**src/rtl/lsu_pkg.sv**
```systemverilog
// Shared encodings and store-formatting helpers for the load/store unit.
// Size codes match the decoder's load_size field.
package lsu_pkg;

  localparam logic [1:0] SZ_BYTE = 2'b00;
  localparam logic [1:0] SZ_HALF = 2'b01;
  localparam logic [1:0] SZ_WORD = 2'b10;
  localparam logic [1:0] SZ_ILL  = 2'b11;

  localparam logic [3:0] MASK_BYTE = 4'b0001;
  localparam logic [3:0] MASK_HALF = 4'b0011;
  localparam logic [3:0] MASK_WORD = 4'b1111;

  typedef enum logic [1:0] {
    IDLE    = 2'b00,
    REQ     = 2'b01,
    WAIT_RD = 2'b10
  } lsu_state_e;

  function automatic logic is_misaligned(input logic [1:0] size, input logic [1:0] lo);
    is_misaligned = (size == SZ_ILL) ||
                    ((size == SZ_HALF) && lo[0]) ||
                    ((size == SZ_WORD) && (lo != 2'b00));
  endfunction

  function automatic logic [3:0] store_mask(input logic [1:0] size, input logic [1:0] lo);
    case (size)
      SZ_BYTE: store_mask = MASK_BYTE << lo;
      SZ_HALF: store_mask = MASK_HALF << lo;
      default: store_mask = MASK_WORD;
    endcase
  endfunction

  function automatic logic [31:0] store_wdata(input logic [1:0] size, input logic [31:0] rs2);
    case (size)
      SZ_BYTE: store_wdata = {4{rs2[7:0]}};
      SZ_HALF: store_wdata = {2{rs2[15:0]}};
      default: store_wdata = rs2;
    endcase
  endfunction

endpackage

```
**src/rtl/lsu_load_align.sv**
```systemverilog
// Moves the addressed byte/half lane of a read word down to bit 0 and
// sign- or zero-extends it for writeback.
module lsu_load_align
  import lsu_pkg::*;
(
  input  logic [31:0] rdata_in,
  input  logic [1:0]  addr_lo_in,
  input  logic [1:0]  size_in,
  input  logic        unsigned_in,
  output logic [31:0] data_out
);

  logic [31:0] shifted;
  logic        fill_byte;
  logic        fill_half;

  always_comb begin
    shifted   = rdata_in >> {addr_lo_in, 3'b000};
    fill_byte = ~unsigned_in & shifted[7];
    fill_half = ~unsigned_in & shifted[15];
    case (size_in)
      SZ_BYTE: data_out = {{24{fill_byte}}, shifted[7:0]};
      SZ_HALF: data_out = {{16{fill_half}}, shifted[15:0]};
      default: data_out = rdata_in;
    endcase
  end

endmodule

```
**src/rtl/load_store_unit.sv**
```systemverilog
// Single-outstanding data-memory master for RV32I loads and stores.
// Captures a request in IDLE, runs the bus handshake and pulses a completion flag.
module load_store_unit
  import lsu_pkg::*;
#(
  parameter int TIMEOUT_CYCLES = 255
) (
  input  logic        clk_in,
  input  logic        rst_n_in,
  input  logic        mem_wr_req_in,
  input  logic        mem_rd_req_in,
  input  logic [1:0]  load_size_in,
  input  logic        load_unsigned_in,
  input  logic [31:0] addr_in,
  input  logic [31:0] rs2_in,
  output logic        dmem_req_out,
  output logic        dmem_we_out,
  output logic [31:0] dmem_addr_out,
  output logic [31:0] dmem_wdata_out,
  output logic [3:0]  dmem_mask_out,
  input  logic        dmem_ready_in,
  input  logic        dmem_rvalid_in,
  input  logic [31:0] dmem_rdata_in,
  output logic [31:0] load_data_out,
  output logic        load_valid_out,
  output logic        store_done_out,
  output logic        misaligned_out,
  output logic        bus_err_out,
  output logic        stall_out
);

  localparam int TW = (TIMEOUT_CYCLES < 2) ? 1 : $clog2(TIMEOUT_CYCLES + 1);
  localparam logic [TW-1:0] TIMER_LAST = TW'(TIMEOUT_CYCLES - 1);

  lsu_state_e  state_q, state_d;
  logic [TW-1:0] timer_q, timer_d;
  logic [31:0] addr_q, addr_d;
  logic [1:0]  size_q, size_d;
  logic        uns_q, uns_d;
  logic        we_q, we_d;
  logic [31:0] wdata_q, wdata_d;
  logic [3:0]  mask_q, mask_d;
  logic        req_q, req_d;
  logic [31:0] load_data_q, load_data_d;
  logic        load_valid_q, load_valid_d;
  logic        store_done_q, store_done_d;
  logic        misaligned_q, misaligned_d;
  logic        bus_err_q, bus_err_d;
  logic [31:0] aligned_data;

  lsu_load_align u_align (
    .rdata_in    (dmem_rdata_in),
    .addr_lo_in  (addr_q[1:0]),
    .size_in     (size_q),
    .unsigned_in (uns_q),
    .data_out    (aligned_data)
  );

  always_comb begin
    state_d      = state_q;
    timer_d      = timer_q;
    addr_d       = addr_q;
    size_d       = size_q;
    uns_d        = uns_q;
    we_d         = we_q;
    wdata_d      = wdata_q;
    mask_d       = mask_q;
    req_d        = req_q;
    load_data_d  = load_data_q;
    load_valid_d = 1'b0;
    store_done_d = 1'b0;
    misaligned_d = 1'b0;
    bus_err_d    = 1'b0;
    case (state_q)
      IDLE: begin
        // A simultaneous rd/wr is treated as a store.
        if (mem_rd_req_in || mem_wr_req_in) begin
          addr_d  = addr_in;
          size_d  = load_size_in;
          uns_d   = load_unsigned_in;
          we_d    = mem_wr_req_in;
          wdata_d = store_wdata(load_size_in, rs2_in);
          mask_d  = store_mask(load_size_in, addr_in[1:0]);
          timer_d = '0;
          if (is_misaligned(load_size_in, addr_in[1:0])) begin
            misaligned_d = 1'b1;
          end else begin
            state_d = REQ;
            req_d   = 1'b1;
          end
        end
      end
      REQ: begin
        if (dmem_ready_in) begin
          req_d   = 1'b0;
          timer_d = '0;
          if (we_q) begin
            state_d      = IDLE;
            store_done_d = 1'b1;
          end else begin
            state_d = WAIT_RD;
          end
        end else if (timer_q == TIMER_LAST) begin
          state_d   = IDLE;
          req_d     = 1'b0;
          bus_err_d = 1'b1;
          timer_d   = '0;
        end else begin
          timer_d = timer_q + 1'b1;
        end
      end
      WAIT_RD: begin
        if (dmem_rvalid_in) begin
          state_d      = IDLE;
          load_data_d  = aligned_data;
          load_valid_d = 1'b1;
          timer_d      = '0;
        end else if (timer_q == TIMER_LAST) begin
          state_d   = IDLE;
          bus_err_d = 1'b1;
          timer_d   = '0;
        end else begin
          timer_d = timer_q + 1'b1;
        end
      end
      default: begin
        state_d = IDLE;
        req_d   = 1'b0;
        timer_d = '0;
      end
    endcase
  end

  always_ff @(posedge clk_in or negedge rst_n_in) begin
    if (!rst_n_in) begin
      state_q      <= IDLE;
      timer_q      <= '0;
      addr_q       <= '0;
      size_q       <= '0;
      uns_q        <= 1'b0;
      we_q         <= 1'b0;
      wdata_q      <= '0;
      mask_q       <= '0;
      req_q        <= 1'b0;
      load_data_q  <= '0;
      load_valid_q <= 1'b0;
      store_done_q <= 1'b0;
      misaligned_q <= 1'b0;
      bus_err_q    <= 1'b0;
    end else begin
      state_q      <= state_d;
      timer_q      <= timer_d;
      addr_q       <= addr_d;
      size_q       <= size_d;
      uns_q        <= uns_d;
      we_q         <= we_d;
      wdata_q      <= wdata_d;
      mask_q       <= mask_d;
      req_q        <= req_d;
      load_data_q  <= load_data_d;
      load_valid_q <= load_valid_d;
      store_done_q <= store_done_d;
      misaligned_q <= misaligned_d;
      bus_err_q    <= bus_err_d;
    end
  end

  assign dmem_req_out   = req_q;
  assign dmem_we_out    = we_q;
  assign dmem_addr_out  = {addr_q[31:2], 2'b00};
  assign dmem_wdata_out = wdata_q;
  assign dmem_mask_out  = mask_q;
  assign load_data_out  = load_data_q;
  assign load_valid_out = load_valid_q;
  assign store_done_out = store_done_q;
  assign misaligned_out = misaligned_q;
  assign bus_err_out    = bus_err_q;
  assign stall_out      = (state_q != IDLE);

endmodule

```
**config.mk**
```make
export PLATFORM = sky130hd
export DESIGN_NAME = load_store_unit
export DESIGN_NICKNAME = d
export VERILOG_FILES = /design/src/rtl/lsu_pkg.sv /design/src/rtl/lsu_load_align.sv /design/src/rtl/load_store_unit.sv
export SDC_FILE = /design/constraint.sdc
export NUM_CORES = 1
export LEC_CHECK = 0
export BUFFER_PORTS_ARGS = -buffer_cell sky130_fd_sc_hd__clkbuf_2
export CORE_AREA = 4 4 114 116
export DETAILED_ROUTE_END_ITERATION = 12
export DIE_AREA = 0 0 118 120
export PLACE_DENSITY = 0.81
export SYNTH_ARGS = -nofsm -noshare
export SYNTH_HDL_FRONTEND = slang
export SYNTH_SLANG_ARGS = --single-unit
```
**constraint.sdc**
```tcl
create_clock -name clk_in -period 2.6 [get_ports clk_in]
set_clock_uncertainty 0.05 [all_clocks]
set_input_delay 0.13 -clock clk_in [delete_from_list [all_inputs] [get_ports clk_in]]
set_output_delay 0.13 -clock clk_in [all_outputs]
set_load 0.02 [all_outputs]
```
==> impl_metrics.csv <==
group,metric,value,unit
status,status,"completed",
final_layout,area_growth,40.17,%
placed_design,port_buffers,209,
final_layout,drive_above_1_share,0.3676,
sta,timing.setup.tns,0,ns
global_routing,grtUsageTotal,0.2498,
detailed_routing,wire_per_inst,17.87,µm
power,leakagePower,0.003974,µW
placed_design,hpwlAfterDp,11200,µm
logic_synthesis,synth_most_common_cell,"dfrtp_1",
placed_design,placed_cell_area,6709,µm²
logic_synthesis,synth_compound_area_frac,0.1178,
clocking,clkTransAtPathRegs,0.05,ns
sta,rsz0062_at_grt,"no",
clocking,tritoncts.num_buffers,17,
worst_setup_path,r2r-end,"load_data_out[30]$_DFFE_PN0P_",
floorplan,rows,40,
logic_synthesis,synthCells,549,
floorplan,die_area,14160,µm²
logic_synthesis,syn_area,5734,µm²
final_layout,fin_util,0.6748,
hold_path,hp-class,"in2reg",
clocking,root_buffer,"clkbuf_16",
sta,fin_crit_sh,0.8631,
run,cap_viol_max_count,0,
logic_synthesis,yosysUniqueCellTypes,45,
worst_setup_path,required,2.80,ns
sta,period_needed,2.244,ns
logic_synthesis,ys_ff_latch,119,
floorplan,io_pins,212,
clocking,cts_resized,0,
power,ir_drop,0.0007472,V
detailed_routing,drcViolationCount,0,
placed_design,gp_congestion,0.8982,
global_routing,grt_max_degree,106,
detailed_routing,drtAntennaViolNets,0,
final_layout,finalNetCount,917,
floorplan,design.core.area,11910,µm²
worst_setup_path,crit_end,"load_data_out[30]$_DFFE_PN0P_",
logic_synthesis,synthTopCellsByArea,"dfrtp_1, mux2_2, mux2i_1",
logic_synthesis,yosysTopAreaCellShare,0.5193,
power,pwr_density_cell,1208,nW/µm²
sta,tightest_slew,0.9410,ns
sta,setup_viol,0,
logic_synthesis,synth-edff-count,0,
logic_synthesis,synth_mux_area_frac,0.1449,
floorplan,die_h,120,µm
logic_synthesis,async_flop_share,1.000,
global_routing,antenna_found_initial,0,
detailed_routing,wirelength,17210,µm
final_layout,diodes,0,
global_routing,overflow,0,
logic_synthesis,synth-warning-count,0,
logic_synthesis,synth-adder-area-share,0.01309,
sta,hold_viol,0,
worst_setup_path,crit_arrival,2.44,ns
detailed_routing,via_per_inst,5.461,
clocking,cts_tree,"yes",
worst_setup_path,r2r_slack,0.36,ns
logic_synthesis,synth_top_family_by_area,"multiplexers",
power,power.total,9713,µW
detailed_routing,vias,5259,
clocking,clock_path_buffers,2,
detailed_routing,dr.pass1.iters,5,
clocking,worst_skew_pair.late_latency,0.41,ns
logic_synthesis,ys.flop_type,"dfrtp_1",
sta,finalMaxSlewViolations,0,
worst_setup_path,worst-setup-path-type,"reg2reg",
worst_setup_path,startpoint,"addr_q[1]$_DFFE_PN0P_",
floorplan,die_w,118,µm
logic_synthesis,avgSynthCellArea,10.44,µm²
global_routing,grt_pass1_wl,28340,µm
worst_setup_path,end_kind,"register",
sta,max_freq,445.6,MHz
logic_synthesis,ys_top_cells_by_count,"dfrtp_1, nand2_1, mux2_2",
worst_setup_path,startpoint_type,"register",
floorplan,start_util,0.4814,
worst_setup_path,ff2ff_path_depth,4,
sta,slew_headroom,0.3703,
clocking,clock_sinks,119,
logic_synthesis,synth-xor-area-share,0.009164,
detailed_routing,drtIter0Drc,437,
logic_synthesis,synth-simple-area-share,0.1228,
clocking,postCtsSetupBuffers,0,
final_layout,final_area,8038,µm²
global_routing,grt_pass1_vias,5595,
worst_setup_path,r2r-start,"addr_q[1]$_DFFE_PN0P_",
logic_synthesis,synth_seq_area_share,0.5193,
logic_synthesis,synth_area_leader_cell,"dfrtp_1",
clocking,htreeDepth,4,
worst_setup_path,cp_max_fo,16,
worst max-delay path, cell delays in order (launching register included):
cell and delay (ns):
dfrtp_1 0.72, mux2_2 0.43, a32oi_1 0.17, a2111o_1 0.54, nand3_1 0.17
cells in the final DEF, fill, tap and decap left out, types with 2 or more instances in the layout:
master | Yosys | layout
a22oi_1 | 9 | 9
clkbuf_2 | 0 | 208
mux2i_1 | 32 | 32
o22a_1 | 8 | 8
a31oi_1 | 3 | 3
a32oi_1 | 2 | 2
o21ai_0 | 39 | 39
clkbuf_1 | 20 | 5
nor3_1 | 3 | 3
mux2_2 | 44 | 44
o22ai_1 | 8 | 8
dfrtp_1 | 119 | 119
inv_1 | 8 | 8
buf_4 | 34 | 10
a21oi_1 | 19 | 19
conb_1 | 1 | 2
xnor2_1 | 3 | 3
nor2b_1 | 4 | 4
buf_12 | 0 | 2
clkbuf_16 | 0 | 17
a2bb2oi_1 | 8 | 8
nand4_1 | 2 | 2
dlygate4sd3_1 | 0 | 82
ha_1 | 6 | 6
clkbuf_8 | 0 | 3
nand3_1 | 36 | 36
o2bb2ai_1 | 2 | 2
nor2_1 | 27 | 27
clkinv_2 | 0 | 3
nand2b_1 | 2 | 2
nand2_1 | 72 | 72
or2_2 | 7 | 7
xor2_1 | 3 | 3
worst min-delay path by stage:
stage / start / end / slack [ns] / cells past startpoint
floorplan: rst_n_in / addr_q[0]$_DFFE_PN0P_ / -0.22 / 0
global placement: rst_n_in / addr_q[6]$_DFFE_PN0P_ / -0.05 / 1
detailed placement: rst_n_in / addr_q[3]$_DFFE_PN0P_ / -0.04 / 1
CTS: rs2_in[14] / dmem_wdata_out[14]$_DFFE_PN0P_ / 0.005 / 3
global route: rs2_in[8] / dmem_wdata_out[8]$_DFFE_PN0P_ / 0.04 / 3
finish: dmem_rdata_in[0] / load_data_out[0]$_DFFE_PN0P_ / 0.02 / 3
sequential cells by signal, summed over array words and instances (netlist names), 2 cells and up:
signal	cells
addr_q	32
dmem_mask_out	4
dmem_wdata_out	32
load_data_out	32
size_q	2
state_q	2
timer_q	8
through the flow:
stage / std cells / setup WS (ns) / hold slack [ns]
after floorplan: 550 / 0.7664 / -0.2156
after global placement: 852 / 0.5519 / -0.05280
after detailed placement: 852 / 0.4146 / -0.04445
after CTS: 963 / 0.4016 / 0.005146
after global routing: 963 / 0.2586 / 0.03545
final: 963 / 0.3561 / 0.02056
kinds of logic (layout without fill, tap and decap cells):
logic type / Yosys count / count (layout)
adder cells (fa/ha/maj): 6 / 6
flip-flops: 119 / 119
buffers and inverters: 74 / 340
other: 1 / 2
AND/OR/NAND/NOR: 159 / 159
multiplexers: 77 / 77
AO/OA/AOI/OAI: 107 / 107
XOR/XNOR: 6 / 6
timing repair:
item / 4_1_cts / 5_1_grt
hold endpoints to repair: 200 / 0
setup endpoints to repair: 0 / 0
hold buffers: 82 / 0
power breakdown:
| group | leakage (µW) | internal [µW] | total [µW] | switching, µW |
|---|---|---|---|---|
| Sequential | 0.00146 | 2680 | 3280 | 591 |
| Clock | 0.000249 | 1270 | 2030 | 759 |
| Combinational | 0.00227 | 1750 | 4410 | 2660 |
per-layer routing:
layer  routed length [µm]  track usage  up-vias  share of wire
met5                    0            0        -              0
met4                  450       0.1092        0          0.026
met3                 1493      0.08341       39          0.087
met2                 8715       0.4341      307           0.51
met1                 6549       0.2808     2512           0.38
li1                     -            -     2401              -
cell type report:
class                      count  area [µm²]
fill                         852        3874
sequential                   119        2978
multi-input combinational    357        2357
timing repair buffer         302        1977
clock buffer                  25       485.5
tap                          147       183.9
inverter                       9       33.78
clock inverter                 4       22.52
Power figures use the tool's default switching activity.
